==> config.mk <==
export PLATFORM = sky130hd
export DESIGN_NAME = load_unit
export DESIGN_NICKNAME = d
export VERILOG_FILES = /design/src/rtl/load_unit_pkg.sv /design/src/rtl/load_unit_extract.sv /design/src/rtl/load_unit.sv
export SDC_FILE = /design/constraint.sdc
export NUM_CORES = 1
export LEC_CHECK = 0
export CORE_UTILIZATION = 51
export CTS_BUF_LIST = sky130_fd_sc_hd__clkbuf_8
export CTS_CLUSTER_DIAMETER = 150
export DETAILED_ROUTE_END_ITERATION = 16
export MAX_ROUTING_LAYER = met4
export PLACE_DENSITY_LB_ADDON = 0.05
export SYNTH_ARGS = -nofsm -noshare
export SYNTH_HDL_FRONTEND = slang
export SYNTH_HIERARCHICAL = 1
export SYNTH_SLANG_ARGS = --single-unit
==> constraint.sdc <==
create_clock -name clk -period 2.1 [get_ports clk]
set_clock_uncertainty 0.05 [all_clocks]
set_input_delay 0.42 -clock clk [delete_from_list [all_inputs] [get_ports clk]]
set_output_delay 0.42 -clock clk [all_outputs]
set_load 0.1 [all_outputs]
==> src/rtl/load_unit_pkg.sv <==
// Shared types and constants for the RV32I load unit.
// Latency: n/a (declarations only).
// Backpressure: n/a.
package load_unit_pkg;

    // Load unit control states
    typedef enum logic [1:0] {
        IDLE = 2'd0,
        REQ  = 2'd1,
        WAIT = 2'd2,
        WB   = 2'd3
    } state_t;

    // RV32I load funct3 encodings
    localparam logic [2:0] F3_LB  = 3'b000;
    localparam logic [2:0] F3_LH  = 3'b001;
    localparam logic [2:0] F3_LW  = 3'b010;
    localparam logic [2:0] F3_LBU = 3'b100;
    localparam logic [2:0] F3_LHU = 3'b101;

    // Reported in fault_cause
    typedef enum logic [1:0] {
        CAUSE_ILLEGAL  = 2'd0,
        CAUSE_MISALIGN = 2'd1,
        CAUSE_BUS_ERR  = 2'd2,
        CAUSE_TIMEOUT  = 2'd3
    } fault_cause_t;

    localparam int DEFAULT_TIMEOUT_CYCLES = 255;

    // True for the five load encodings RV32I defines
    function automatic logic f3_legal(input logic [2:0] f3);
        return (f3 == F3_LB) || (f3 == F3_LH) || (f3 == F3_LW) ||
               (f3 == F3_LBU) || (f3 == F3_LHU);
    endfunction

    // Halfwords need even addresses, words need 4-byte alignment
    function automatic logic f3_misaligned(input logic [2:0] f3, input logic [1:0] addr_lo);
        logic mis;
        mis = 1'b0;
        if ((f3 == F3_LH) || (f3 == F3_LHU)) mis = addr_lo[0];
        else if (f3 == F3_LW)                mis = (addr_lo != 2'b00);
        return mis;
    endfunction

endpackage

==> src/rtl/load_unit_extract.sv <==
// Lane select and sign/zero extension of a memory word for a load.
// Latency: combinational.
// Backpressure: none.
module load_extract
    import load_unit_pkg::*;
(
    input  logic [2:0]  funct3,
    input  logic [1:0]  addr_lo,
    input  logic [31:0] rdata,
    output logic [31:0] result
);

    logic [7:0]  byte_sel;
    logic [15:0] half_sel;

    // Pick the addressed lane, then extend according to the load type
    always_comb begin
        byte_sel = rdata[{addr_lo, 3'b000} +: 8];
        half_sel = addr_lo[1] ? rdata[31:16] : rdata[15:0];
        result   = rdata;
        case (funct3)
            F3_LB:   result = {{24{byte_sel[7]}}, byte_sel};
            F3_LBU:  result = {24'd0, byte_sel};
            F3_LH:   result = {{16{half_sel[15]}}, half_sel};
            F3_LHU:  result = {16'd0, half_sel};
            default: result = rdata;
        endcase
    end

endmodule

==> src/rtl/load_unit.sv <==
// RV32I load unit: checks, issues one memory read, extracts and writes back.
// Latency: 3 cycles accept-to-RegWrite with a zero-wait memory; idle again 1 cycle later.
// Backpressure: one load in flight; req_ready low until the load completes or faults.
module load_unit
    import load_unit_pkg::*;
#(
    parameter int TIMEOUT_CYCLES = DEFAULT_TIMEOUT_CYCLES
) (
    input  logic        clk,
    input  logic        rst_n,
    input  logic        req_valid,
    output logic        req_ready,
    input  logic [2:0]  req_funct3,
    input  logic [31:0] req_addr,
    input  logic [4:0]  req_rd,
    output logic        mem_req_valid,
    input  logic        mem_req_ready,
    output logic [31:0] mem_addr,
    input  logic        mem_rvalid,
    input  logic [31:0] mem_rdata,
    input  logic        mem_rerr,
    output logic        RegWrite,
    output logic [4:0]  write_register,
    output logic [31:0] write_data,
    output logic        busy,
    output logic        fault,
    output logic [1:0]  fault_cause,
    output logic [31:0] fault_addr
);

    localparam logic [7:0] TO_LAST = 8'(TIMEOUT_CYCLES - 1);

    state_t       state_q, state_d;
    logic [2:0]   f3_q;
    logic [31:0]  addr_q;
    logic [4:0]   rd_q;
    logic [7:0]   cnt_q;
    logic [31:0]  ext_data;

    logic         accept;
    logic         accept_ok;
    logic         flt_set;
    fault_cause_t flt_cause;
    logic         wb_set;
    logic         timed_out;

    assign req_ready = (state_q == IDLE);
    assign busy      = (state_q != IDLE);
    assign timed_out = (cnt_q >= TO_LAST);

    load_extract u_extract (
        .funct3  (f3_q),
        .addr_lo (addr_q[1:0]),
        .rdata   (mem_rdata),
        .result  (ext_data)
    );

    // State register
    always_ff @(posedge clk or negedge rst_n) begin
        if (!rst_n) state_q <= IDLE;
        else        state_q <= state_d;
    end

    // Next state and per-cycle actions; a response beats a same-cycle timeout
    always_comb begin
        state_d   = state_q;
        accept    = 1'b0;
        accept_ok = 1'b0;
        flt_set   = 1'b0;
        flt_cause = CAUSE_ILLEGAL;
        wb_set    = 1'b0;
        case (state_q)
            IDLE: begin
                if (req_valid) begin
                    accept = 1'b1;
                    if (!f3_legal(req_funct3)) begin
                        flt_set   = 1'b1;
                        flt_cause = CAUSE_ILLEGAL;
                    end else if (f3_misaligned(req_funct3, req_addr[1:0])) begin
                        flt_set   = 1'b1;
                        flt_cause = CAUSE_MISALIGN;
                    end else begin
                        accept_ok = 1'b1;
                        state_d   = REQ;
                    end
                end
            end
            REQ: begin
                if (mem_req_ready) begin
                    state_d = WAIT;
                end else if (timed_out) begin
                    flt_set   = 1'b1;
                    flt_cause = CAUSE_TIMEOUT;
                    state_d   = IDLE;
                end
            end
            WAIT: begin
                if (mem_rvalid) begin
                    if (mem_rerr) begin
                        flt_set   = 1'b1;
                        flt_cause = CAUSE_BUS_ERR;
                        state_d   = IDLE;
                    end else begin
                        wb_set  = 1'b1;
                        state_d = WB;
                    end
                end else if (timed_out) begin
                    flt_set   = 1'b1;
                    flt_cause = CAUSE_TIMEOUT;
                    state_d   = IDLE;
                end
            end
            WB:      state_d = IDLE;
            default: state_d = IDLE;
        endcase
    end

    // Registered datapath and outputs
    always_ff @(posedge clk or negedge rst_n) begin
        if (!rst_n) begin
            f3_q           <= '0;
            addr_q         <= '0;
            rd_q           <= '0;
            cnt_q          <= '0;
            mem_req_valid  <= 1'b0;
            mem_addr       <= '0;
            RegWrite       <= 1'b0;
            write_register <= '0;
            write_data     <= '0;
            fault          <= 1'b0;
            fault_cause    <= '0;
            fault_addr     <= '0;
        end else begin
            fault    <= flt_set;
            RegWrite <= wb_set && (rd_q != 5'd0);
            if (accept) begin
                f3_q   <= req_funct3;
                addr_q <= req_addr;
                rd_q   <= req_rd;
            end
            if (flt_set) begin
                fault_cause <= flt_cause;
                // Check faults are raised in the accept cycle, before addr_q is loaded
                fault_addr  <= (state_q == IDLE) ? req_addr : addr_q;
            end
            if (accept_ok) begin
                mem_req_valid <= 1'b1;
                mem_addr      <= {req_addr[31:2], 2'b00};
            end else if ((state_q == REQ) && (mem_req_ready || timed_out)) begin
                mem_req_valid <= 1'b0;
            end
            if (accept_ok)
                cnt_q <= '0;
            else if ((state_q == REQ) || (state_q == WAIT))
                cnt_q <= cnt_q + 8'd1;
            if (wb_set) begin
                write_register <= rd_q;
                write_data     <= ext_data;
            end
        end
    end

endmodule
Word-level counts from Yosys, hierarchy flattened
Cells that the tools add are included.

storage, ports and cells
  input port bits = 78
  word-level logic and storage cells = 92
  output and inout port bits = 108
  bits in registers = 154

operators by class
  reductions and logical operators = 18
  $lt $le $gt $ge = 1
  multiplexer cells = 45
  shift-type cells = 1
  $add $sub $neg = 1
  equality and inequality tests = 13

operators by type and width
  cell                                                              number
  32-bit one-hot mux with 4 select lines                            1
  32-bit two-way mux                                                1
  32-bit by 6-bit indexed part select with 8-bit output             1
  1-bit two-way mux                                                 26
  2-bit two-way mux                                                 11
  16-bit two-way mux                                                1
  8-bit two-way mux                                                 2
  3-bit == test (second input constant)                             4
  8-bit by 1-bit adder with 8-bit output (second input constant)    1
  8-bit greater-or-equal comparator (second input constant)         1
  2-bit one-hot mux with 4 select lines                             1
  2-bit nonzero test                                                4
  1-bit logical OR                                                  7
  3-bit by 1-bit == test with 1-bit output (second input constant)  2
  3-bit zero test                                                   2
  2-bit one-hot mux with 3 select lines                             1
  5-bit nonzero test                                                1
  2-bit == test (second input constant)                             2
  2-bit != test (second input constant)                             2
  3-bit by 2-bit == test with 1-bit output (second input constant)  1
  1-bit one-hot mux with 3 select lines                             1
  3-bit AND reduction                                               1
  2-bit by 1-bit == test with 1-bit output (second input constant)  1
  1-bit logical AND                                                 2
  2 further kinds                                                   2

Depth between registers and ports, before layout
  depth in word-level cells = 13
  mapped depth = 9
  mapped depth without buffers = 6

Hierarchy
Netlist, hierarchy kept.

by module, submodules not included
  module        area each (µm²)  cells each  seq. area each (µm²)  times used
  load_unit     6518.8           544         3853.7                1
  load_extract  845.8            96          0.0                   1

Worst setup path after synthesis
OpenSTA, ideal clock, no wires.

  kind = register -> output
  from = register state_q[0]
  to = output port busy
  data arrival time = 2747 ps
  stages on the path, launching flop included = 7
  slack = -1117 ps
  path buffers = 3
  required time = 1630 ps
  path through = dfrtp_1 inv_1 ha_1 buf_2 buf_2 buf_1 inv_1

between the ends
  cells in the longest elaborated chain, start to end = 1

ends and longest elaborated chain
  element                 RTL line         text
  from (decl)             load_unit.sv:33  state_t state_q, state_d;
  from (signal assigned)  load_unit.sv:61  else state_q <= state_d;
  2-bit nonzero test      load_unit.sv:48  assign busy = (state_q != IDLE);
  to (decl)               load_unit.sv:25  output logic busy,

Every way passes these cells.

Final worst setup path
  from = register state_q[1]
  to = output port req_ready

between the ends
  cells in the longest elaborated chain, start to end = 1

ends and longest elaborated chain
  element          RTL line         text
  2-bit zero test  load_unit.sv:47  assign req_ready = (state_q == IDLE);
  to (decl)        load_unit.sv:12  output logic req_ready,

Every way passes these cells.

==> results.sh <==
export IMPL_crit_buf_inv=3
export IMPL_cts_made_buffers=17
export IMPL_rows=43
export IMPL_post_dp_cell_area_mm2=0.00939
export IMPL_startpoint_type="flip-flop"
export IMPL_worstPathRequired_ns=1.63
export IMPL_core_mm2=0.0140
export IMPL_synth_common_cells="dfrtp_1, nand2_1, mux2_1, mux2i_1, nor3_1"
export IMPL_drv_cap=0
export IMPL_setup_viol=0
export IMPL_grt_overflow=0
export IMPL_area_growth_pct=33.5
export IMPL_postRouteAntennaNets=0
export IMPL_dp_cells=1002
export IMPL_postSynthCellCount=640
export IMPL_clk_latency_ns=0.45
export IMPL_ys_types=55
export IMPL_cts_buffer_depth=2
export IMPL_syn_area_per_cell_um2=11.5
export IMPL_ys_flop_type="dfrtp_1"
export IMPL_wl_um=17600
export IMPL_drv_slew=0
export IMPL_die_w_um=122
export IMPL_endpoint_kind="output port"
export IMPL_fp_dieH_um=122
export IMPL_ys_top_cells_by_area="dfrtp_1, mux2_1, nand2_1"
export IMPL_wire_per_inst_um=16.9
export IMPL_port_buffers=183
export IMPL_ys_seq_elements=154
export IMPL_drt_iter0_drc=263
export IMPL_hold_viol=0
export IMPL_critPathMostFrequentCell="buf_12"
export IMPL_ios=186
export IMPL_async_reset_ff_share_pct=100
export IMPL_cts_tree="yes"
export IMPL_h_tree_depth=4
export IMPL_min_path_type="primary input to asynchronous set/reset pin"
export IMPL_cts_sinks=154
export IMPL_fmax_ghz=0.492
export IMPL_synth_seq_area_share_pct=52.3
export IMPL_yosysMostFrequentCell="dfrtp_1"
export IMPL_vias_per_cell=5.45
export IMPL_first_global_vias=5689
export IMPL_cts_root_buffer="clkbuf_8"
export IMPL_synth_edf_count=0
export IMPL_worstPathArrival_ns=1.56
export IMPL_grtUsageTotal_pct=25.6
export IMPL_drc=0
export IMPL_synth_largest_area_cell="dfrtp_1"
export IMPL_syn_cell_area_mm2=0.00736
export IMPL_rsz0062_at_grt="false"
export IMPL_firstDrtPassIters=4
export IMPL_synth_top_cell_area_share_pct=52.3
export IMPL_fin_cells=1038
export IMPL_post_route_cell_area_mm2=0.00983
export IMPL_drive_gt1_share_pct=31.2
export IMPL_max_stage_delay_ns=0.43
export IMPL_outcome="finished, final reports clean"
export IMPL_grt_pass1_wl_um=28300
export IMPL_hold_slack_ns=0.382
export IMPL_critPathKind="flip-flop to output port"
export IMPL_grt_max_degree=40
export IMPL_crit_path_max_fanout=13
export IMPL_antenna_found_initial=0
export IMPL_finalCriticalPeriod_ns=2.03
export IMPL_crit_family="buffers and inverters"
export IMPL_clkTransAtPathRegs_ns=0.08
export IMPL_insertedDiodeCount=0
export IMPL_fp_dieArea_mm2=0.0149
export IMPL_cpMaxStageDelayCell="dfrtp_1"
export IMPL_fin_nets=930
export IMPL_initial_core_util_pct=52.6
export IMPL_cp_cell_sequence="inv_2 > ha_4 > buf_12 > buf_12"
export IMPL_hpwlAfterDp_um=12900
export IMPL_place_congestion=0.904
export IMPL_yosysWarnings=6
export IMPL_min_period_over_period_pct=96.8
export IMPL_vias=5652
==> final timing paths <==
check	from	endpoint	slack, ns	cells past startpoint
worst max register to register	state_q[1]	fault_addr[1]	0.12	6
worst min-delay path	rst_n	write_data[6]	0.38	2
worst min register to register	write_register[2]	write_register[2]	0.43	2
min in group clk	write_register[2]	write_register[2]	0.43	2
worst max-delay path	state_q[1]	req_ready	0.07	4
max in group asynchronous	rst_n	rd_q[1]	1.02	3
==> per-layer routing <==
metal	GRT usage [%]	wire length, um	vias up
li1	-	-	2660
met1	30.3	7450	2782
met2	42.1	8620	179
met3	7.02	1090	31
met4	8.84	397	0
met5	-	0	-
==> through the flow <==
step / worst slack [ns] / utilization, % / setup TNS [ns]
3_3_place_gp: -0.188 / 67.1 / -8.82
3_5_place_dp: -0.251 / 67.1 / -11.91
5_1_grt: 0.000342 / 70.3 / 0
6_report: 0.0682 / 70.3 / 0
2_1_floorplan: -0.0365 / - / -0.0365
4_1_cts: 0.00172 / 70.0 / 0
==> cell usage in the layout, fill, tap and decap left out, drive strengths merged, types with 2 or more instances in the layout <==
cell type / n
clkinv: 5
ha: 6
and3: 3
a221o: 6
buf: 153
mux2i: 38
or2: 2
conb: 2
bufinv: 2
clkdlybuf4s50: 76
nand3: 3
nand4: 4
nor2b: 11
nor3b: 2
o21ai: 5
xor2: 4
nand3b: 2
mux2: 75
a2bb2oi: 20
o221ai: 5
inv: 10
xnor2: 3
nand2: 123
nor3: 36
a21oi: 43
o21a: 3
clkinvlp: 4
a2111oi: 2
dfrtp: 154
nand2b: 3
nor2: 17
a211oi: 3
clkbuf: 18
a22o: 2
nor4: 2
==> registers in the layout, indices dropped and copies added, names as in the netlist, 2 cells and up <==
register and count:
addr_q 32, cnt_q 8, f3_q 3, fault_addr 32, fault_cause 2, mem_addr 30, rd_q 5, state_q 2
write_data 32, write_register 5
==> timing repair <==
action                                 in CTS  in global routing
resized for setup                           2                  3
endpoints found under the hold margin      29                  0
hold buffers                                1                  0
pin swaps                                   0                  3
buffers inserted                            0                  4
setup endpoints to repair                   1                 34
==> cell families (layout without fill, tap and decap cells) <==
group	count (synthesis)	count (layout)	share of synthesized area [%]
and+or+nand+nor	210	210	12.9
DFF	154	154	52.3
muxes	113	113	16.7
AOI/OAI and AO/OA	97	97	12.4
buffers and inverters	52	269	3.74
xor gates and xnor gates	7	7	0.833
adders and majority gates	6	6	1.02
other	1	2	0.0509
==> area by class of cell <==
type	count	area (um2)
fill	1067	4160
sequential	154	3850
multi-input combinational	435	3270
timing repair buffer	230	2060
clock buffer	18	248
tap	180	225
clock inverter	13	130
inverter	8	33.8
Power is left out: the tool's default activity adds up to more than one toggle a clock period on the data nets, which glitch-free logic cannot reach.
